===== config.mk =====
export PLATFORM = sky130hd
export DESIGN_NAME = mon_exp_ctrl
export DESIGN_NICKNAME = d
export VERILOG_FILES = /design/src/rtl/mon_exp_ctrl.sv
export SDC_FILE = /design/constraint.sdc
export NUM_CORES = 2
export LEC_CHECK = 0
export BUFFER_PORTS_ARGS = -buffer_cell sky130_fd_sc_hd__clkbuf_2
export CORE_AREA = 10 10 666 668
export CTS_BUF_LIST = sky130_fd_sc_hd__clkbuf_8
export DETAILED_ROUTE_END_ITERATION = 10
export DIE_AREA = 0 0 676 678
export PLACE_DENSITY_LB_ADDON = 0.1
export SLEW_MARGIN = 25
export SYNTH_ARGS = -nofsm -noshare
export SYNTH_HDL_FRONTEND = slang
export SYNTH_SLANG_ARGS = --single-unit
export TNS_END_PERCENT = 5

===== constraint.sdc =====
create_clock -name clk -period 51.4 [get_ports clk]
set_clock_uncertainty 0.05 [all_clocks]
set_input_delay 7.71 -clock clk [delete_from_list [all_inputs] [get_ports clk]]
set_output_delay 7.71 -clock clk [all_outputs]
set_load 0.01 [all_outputs]

===== src/rtl/mon_exp_ctrl.sv =====
// Left-to-right square-and-multiply sequencer computing X^E in the Montgomery domain
// by issuing one call per square/multiply to a shared monProduct datapath.
module mon_exp_ctrl #(
  parameter int unsigned DATA_WIDTH = 192,
  parameter int unsigned EXP_WIDTH  = 192
) (
  input  logic                  clk,
  input  logic                  rst,
  input  logic                  start,
  input  logic [DATA_WIDTH-1:0] base_m,
  input  logic [DATA_WIDTH-1:0] one_m,
  input  logic [EXP_WIDTH-1:0]  exp,
  input  logic [DATA_WIDTH-1:0] mod_m,
  output logic                  busy,
  output logic                  done,
  output logic [DATA_WIDTH-1:0] result,
  output logic [DATA_WIDTH-1:0] mp_opA,
  output logic [DATA_WIDTH-1:0] mp_opB,
  output logic [DATA_WIDTH-1:0] mp_opM,
  output logic                  mp_in_valid,
  input  logic [DATA_WIDTH-1:0] mp_out_data,
  input  logic                  mp_out_valid
);

  localparam int unsigned IdxW = (EXP_WIDTH > 1) ? $clog2(EXP_WIDTH) : 1;
  localparam logic [IdxW-1:0] IdxLast = IdxW'(EXP_WIDTH - 1);

  typedef enum logic [2:0] {
    StIdle, StScan, StSqrGo, StSqrWait, StMulGo, StMulWait, StFinal, StDone
  } state_e;

  state_e                state_q, state_d;
  logic [IdxW-1:0]       idx_q, idx_d;
  logic [DATA_WIDTH-1:0] acc_q, acc_d;
  logic [DATA_WIDTH-1:0] base_q, base_d;
  logic [DATA_WIDTH-1:0] one_q, one_d;
  logic [EXP_WIDTH-1:0]  exp_q, exp_d;
  logic [DATA_WIDTH-1:0] mod_q, mod_d;
  logic [DATA_WIDTH-1:0] result_q, result_d;
  logic [DATA_WIDTH-1:0] opa_q, opa_d;
  logic [DATA_WIDTH-1:0] opb_q, opb_d;

  always_ff @(posedge clk or posedge rst) begin
    if (rst) begin
      state_q  <= StIdle;
      idx_q    <= '0;
      acc_q    <= '0;
      base_q   <= '0;
      one_q    <= '0;
      exp_q    <= '0;
      mod_q    <= '0;
      result_q <= '0;
      opa_q    <= '0;
      opb_q    <= '0;
    end else begin
      state_q  <= state_d;
      idx_q    <= idx_d;
      acc_q    <= acc_d;
      base_q   <= base_d;
      one_q    <= one_d;
      exp_q    <= exp_d;
      mod_q    <= mod_d;
      result_q <= result_d;
      opa_q    <= opa_d;
      opb_q    <= opb_d;
    end
  end

  always_comb begin
    state_d  = state_q;
    idx_d    = idx_q;
    acc_d    = acc_q;
    base_d   = base_q;
    one_d    = one_q;
    exp_d    = exp_q;
    mod_d    = mod_q;
    result_d = result_q;
    opa_d    = opa_q;
    opb_d    = opb_q;

    unique case (state_q)
      StIdle: begin
        if (start) begin
          base_d  = base_m;
          one_d   = one_m;
          exp_d   = exp;
          mod_d   = mod_m;
          idx_d   = IdxLast;
          state_d = StScan;
        end
      end
      StScan: begin
        if (exp_q[idx_q]) begin
          acc_d = base_q;
          if (idx_q == '0) begin
            state_d = StFinal;
          end else begin
            idx_d   = idx_q - 1'b1;
            state_d = StSqrGo;
          end
        end else if (idx_q == '0) begin
          acc_d   = one_q;
          state_d = StFinal;
        end else begin
          idx_d = idx_q - 1'b1;
        end
      end
      StSqrGo: state_d = StSqrWait;
      StSqrWait: begin
        if (mp_out_valid) begin
          acc_d = mp_out_data;
          if (exp_q[idx_q]) begin
            state_d = StMulGo;
          end else if (idx_q == '0) begin
            state_d = StFinal;
          end else begin
            idx_d   = idx_q - 1'b1;
            state_d = StSqrGo;
          end
        end
      end
      StMulGo: state_d = StMulWait;
      StMulWait: begin
        if (mp_out_valid) begin
          acc_d = mp_out_data;
          if (idx_q == '0) begin
            state_d = StFinal;
          end else begin
            idx_d   = idx_q - 1'b1;
            state_d = StSqrGo;
          end
        end
      end
      StFinal: begin
        // monProduct output lies in [0, M], so one conditional subtract is enough
        result_d = (acc_q >= mod_q) ? (acc_q - mod_q) : acc_q;
        state_d  = StDone;
      end
      StDone: state_d = StIdle;
      default: state_d = StIdle;
    endcase

    // Operands are registered on entry to a launch state and then held through the wait
    if (state_d == StSqrGo) begin
      opa_d = acc_d;
      opb_d = acc_d;
    end else if (state_d == StMulGo) begin
      opa_d = acc_d;
      opb_d = base_q;
    end
  end

  assign busy        = (state_q != StIdle) && (state_q != StDone);
  assign done        = (state_q == StDone);
  assign mp_in_valid = (state_q == StSqrGo) || (state_q == StMulGo);
  assign result      = result_q;
  assign mp_opA      = opa_q;
  assign mp_opB      = opb_q;
  assign mp_opM      = mod_q;

endmodule


== After elaboration in Yosys (flattened, before gate mapping) ==
Cells that the tools add are included.

* Add/subtract/negate cells: 2
* Magnitude comparators: 2
* Equality and inequality tests: 14
* Muxes and demuxes: 25
* Reduce and logical (&&, ||, !) cells: 10

{| class="wikitable"
|+ Operator list
! kind !! number
|-
| 192-bit two-way mux || 8
|-
| 192-bit one-hot mux with 2 select lines || 1
|-
| 192-bit greater-or-equal comparator || 1
|-
| 192-bit subtractor || 1
|-
| 8-bit two-way mux || 5
|-
| 8-bit one-hot mux with 4 select lines || 1
|-
| 3-bit one-hot mux with 8 select lines || 1
|-
| 3-bit two-way mux || 7
|-
| 3-bit equality test (second input constant) || 5
|-
| 3-bit by 2-bit equality test with 1-bit output (second input constant) || 3
|-
| 8-bit by 9-bit < comparator with 1-bit output (second input constant) || 1
|-
| 1-bit binary-select mux with 8-bit select || 1
|-
| 8-bit zero test || 1
|-
| 2-bit inequality test (second input constant) || 4
|-
| 8-bit by 1-bit subtractor with 8-bit output (second input constant) || 1
|-
| 5-bit AND reduction || 1
|-
| 4-bit nonzero test || 1
|-
| 3-bit by 1-bit equality test with 1-bit output (second input constant) || 1
|-
| 3-bit zero test || 1
|-
| 3-bit inequality test (second input constant) || 1
|-
| 3-bit nonzero test || 1
|-
| 2-bit AND reduction || 1
|-
| 2-bit nonzero test || 1
|-
| 2-bit OR reduction || 1
|-
| other kinds (3) || 3
|}

* Register bits: 1547
* Input bits: 964
* Output and inout bits: 771
* Word-level logic and storage cells: 63

== Longest topological paths before layout ==
* Word-level depth: 8
* Depth in mapped cells: 20
* Mapped depth without buffers: 18

== Worst setup path after synthesis ==
OpenSTA, ideal clock, no wires.

* Path type: input to register
* From: in start
* To: reg base_q[0]
* Library setup time: 0.065 ns
* Arrival: 9.237 ns
* Data required time: 51.285 ns
* Slack: 42.048 ns
* Stages: 7
* Buffers on the path: 3
* Path through: inv_1 -> nor4_1 -> clkbuf_1 -> clkbuf_1 -> clkbuf_1 -> nand2_1 -> nand2_1

* Cells in the longest elaborated chain, start to end: 1

{| class="wikitable"
|+ RTL lines
! element !! RTL line !! text
|-
| start: declaration || 9 || <nowiki>input logic start,</nowiki>
|-
| 2-bit AND reduction (no source line) || - ||
|-
| end signal: assignment || 59 || <nowiki>base_q <= base_d;</nowiki>
|-
| end: declaration || 35 || <nowiki>logic [DATA_WIDTH-1:0] base_q, base_d;</nowiki>
|}

No other way between the ends.
A chain may end at the register's enable or synchronous reset.

== Final worst setup path ==
* From: in start
* To: reg mod_q[142] (netlist: mp_opM[142])

* Cells in the longest elaborated chain, start to end: 1

{| class="wikitable"
|+ RTL lines
! element !! RTL line !! text
|-
| 2-bit AND reduction (no source line) || - ||
|-
| end signal: assignment || 62 || <nowiki>mod_q <= mod_d;</nowiki>
|-
| end: declaration || 38 || <nowiki>logic [DATA_WIDTH-1:0] mod_q, mod_d;</nowiki>
|}

No other way between the ends.

==> metrics.md <==
| Metric | Value |
|---|---|
| Status | `finished clean` |
| Cell with the most instances after synthesis | `nand2_1` |
| Top Ports | `1735` |
| P_sw | `4440 uW` |
| Port-buffer cells | `1734` |
| Clk root buf | `clkbuf_8` |
| CP max-delay cell | `buf_4` |
| CTS Hold Buffers Added | `0` |
| Crit path kind | `input pin to flop` |
| TritonCTS clock tree | `built` |
| CP top delay family | `buffers and inverters` |
| Post-synth EDFFs | `0` |
| Pre-Repair DR Iteration Count | `6` |
| Die Ht | `678 microns` |
| Clock transition at path regs | `60 ps` |
| Final setup fails | `0` |
| Net count, final | `11900` |
| RSZ-0062 raised after global routing | `no` |
| Clk_lat worst skew | `1140 ps` |
| Cts repair resizes | `0` |
| # clock sinks | `1547` |
| Final slew viol count | `0` |
| Synth Instances | `9136` |
| Clock Path Buffers | `4` |
| Total CTS buffers | `328` |
| CP endpoint kind | `flop` |
| Synth cell types | `68` |
| Most common library cells after synthesis | `3074 x nand2_1, 1547 x dfrtp_1, 871 x a21oi_1` |
| Fraction of the yosys area taken by sequential cells | `0.494` |
| Maximum fanout along the worst path | `94` |
| Setup bufs post-CTS | `0` |
| Period utilization | `0.234` |
| Drt wl/cell | `29.1 microns` |
| Full die area | `0.458 sq mm` |
| Slew margin rel. | `0.161` |
| Hold Path Origin | `exp_q[72]$_DFFE_PP0P_` |
| Worst-margin pin slew | `1260 ps` |
| CP cell instances | `clkbuf_2, inv_1, nor4_2, buf_4, buf_4, buf_4, buf_4, buf_4, buf_4, o21ai_0` |
| Most used cell, CP | `buf_4` |
| GRT Residual Overflow | `0` |
| Fin crit period | `12050 ps` |
| Area delta synth->final | `27.2%` |
| Peak supply drop | `61.0 uV` |
| CP Launch Type | `input pin` |
| Post-Syn Area | `0.0783 sq mm` |
| Asr flop ratio synth | `1.00` |
| Main area contributors after synthesis | `dfrtp_1 49%, nand2_1 15%, a21oi_1 5.6%` |
| Buf/Inv on CP | `8` |
| Clock share of power | `0.165` |
| Global-route wire length before repair | `662000 microns` |
| Setup TNS | `0 ps` |
| Share of layout cells above drive strength 1 | `0.221` |
| Total GRT Usage | `0.202` |
| Total Wirelength | `486000 microns` |
| Syn Area/Cell | `8.57 sq um` |
| Post-DP HPWL | `381000 microns` |
| Synth Flop Type | `dfrtp_1` |
| Final antenna-violating net count | `0` |
| Vias | `75000` |
| HP Class | `flop to flop` |
| Initial antenna violation count | `77` |
| Final core utilization | `0.232` |
| DR iter-0 viols | `5508` |
| Crit path launch | `start` |
| # Max-Cap Violations | `0` |
| Initial Util | `0.182` |
| Pint | `4050 uW` |
| Vias per cell | `4.49` |
| Hold Vio Cnt, Final | `0` |
| Chip Width | `676 microns` |
| CP max stage delay | `840 ps` |
| Synth Warn # | `0` |
| Yosys reg bits | `1547` |
| Rows | `241` |
| GPL Wtd Cong | `0.863` |
| Register share of total power | `0.269` |
| Largest net degree at the start of global routing | `154` |
| Leak | `0.0489 uW` |
| Post-route DRC violation count | `0` |
| WP data arrival | `12930 ps` |
| Power per cell area | `85.3 mW/mm^2` |
| Core ar. | `0.430 sq mm` |
| Yosys top cell by area | `dfrtp_1` |
| Syn nets | `10300` |
| Combinational power share | `0.566` |
| R2r startpoint | `idx_q[0]$_DFFE_PP0P_` |
| Crit path required time | `52280 ps` |
| # H-tree levels | `5` |
| Switching part of the total power | `0.523` |
| Number of global-route vias before repair | `77600` |
| Fmax | `83.0 MHz` |
| Top cell type's share of synthesized area | `0.494` |
| Power consumption | `8490 uW` |
==> cells in the final DEF (no fill, tap or decap), types with 124 or more instances in the layout <==
master / netlist / routed
dfrtp_1: 1547 / 1544
o21ai_0: 726 / 724
clkbuf_2: 0 / 1734
ha_1: 193 / 193
buf_4: 15 / 124
nand2_1: 3074 / 3071
nor2_1: 345 / 342
a22oi_1: 384 / 384
clkbuf_8: 0 / 389
inv_1: 261 / 377
a21oi_1: 871 / 871
mux2_1: 192 / 192
==> power by group through the flow <==
stage | combinational [uW] | clock (uW) | sequential [uW]
floorplan | 2810 | 0 | 2210
global placement | 4860 | 0 | 2310
detailed placement | 4870 | 0 | 2310
CTS | 4890 | 1450 | 2300
global route | 5270 | 1510 | 2350
finish | 4810 | 1400 | 2290
==> worst reg2reg max path, delay by kind of cell, from the launching register on <==
kind	cells	cell delay (ps)
AND/OR/NAND/NOR	3	860
AO/OA/AOI/OAI	1	100
multiplexers	5	2450
flip-flops	1	800
buffers and inverters	5	3280
==> through the flow <==
stage | hold slack (ps) | cells | cell area, sq um | worst slack [ps]
3_5_place_dp | 409 | 16100 | 92900 | 38190
4_1_cts | 423 | 16700 | 99500 | 39390
3_3_place_gp | 404 | 16100 | 92900 | 38300
6_report | 420 | 16700 | 99600 | 39350
2_1_floorplan | 390 | 9136 | 78300 | 22210
5_1_grt | 434 | 16700 | 99600 | 38980
==> final timing paths <==
| path | to | slack (ps) | cells past startpoint |
|---|---|---|---|
| setup / recovery | mp_opM[142]$_DFFE_PP0P_ | 39350 | 10 |
| hold / removal | exp_q[72]$_DFFE_PP0P_ | 420 | 2 |
| setup reg to reg | mp_opA[92]$_DFFE_PP0P_ | 43770 | 14 |
| hold reg to reg | exp_q[72]$_DFFE_PP0P_ | 420 | 2 |
| max in group asynchronous | base_q[162]$_DFFE_PP0P_ | 40540 | 7 |
| min in group asynchronous | acc_q[70]$_DFF_PP0_ | 6620 | 2 |
==> logic make-up after synthesis <==
logic type      Yosys count  share of synthesized area
xor+xnor                190                     0.0213
buf+inv                 872                     0.0440
simple gates           3708                      0.186
mux                     267                     0.0473
compound gates         2358                      0.175
fa+ha+maj               194                     0.0311
flops                  1547                      0.494
==> routing by layer <==
metal | up-vias | track usage | share of wire
met3 | 577 | 0.0413 | 0.057
met5 | - | 0 | 0.00061
met1 | 37800 | 0.243 | 0.41
li1 | 34200 | - | -
met2 | 2363 | 0.363 | 0.51
met4 | 46 | 0.0551 | 0.031
==> area by class of cell <==
| type | count | area [sq um] |
|---|---|---|
| fillers | 48000 | 330000 |
| flip-flops and latches | 1547 | 38700 |
| multi-input cells | 6717 | 36300 |
| repair buffers | 1868 | 9780 |
| well taps | 5710 | 7140 |
| clock buffers | 389 | 5350 |
| clock inverters | 175 | 1240 |
| inverters | 261 | 983 |
| diodes | 34 | 85.1 |
==> flip-flops by register name, indices dropped and copies added, names as in the netlist <==
name / flops
acc_q: 192
base_q: 192
exp_q: 192
idx_q: 8
mp_opA: 192
mp_opB: 192
mp_opM: 192
one_q: 192
result: 192
state_q: 3
(Power assumes the default switching activity.)
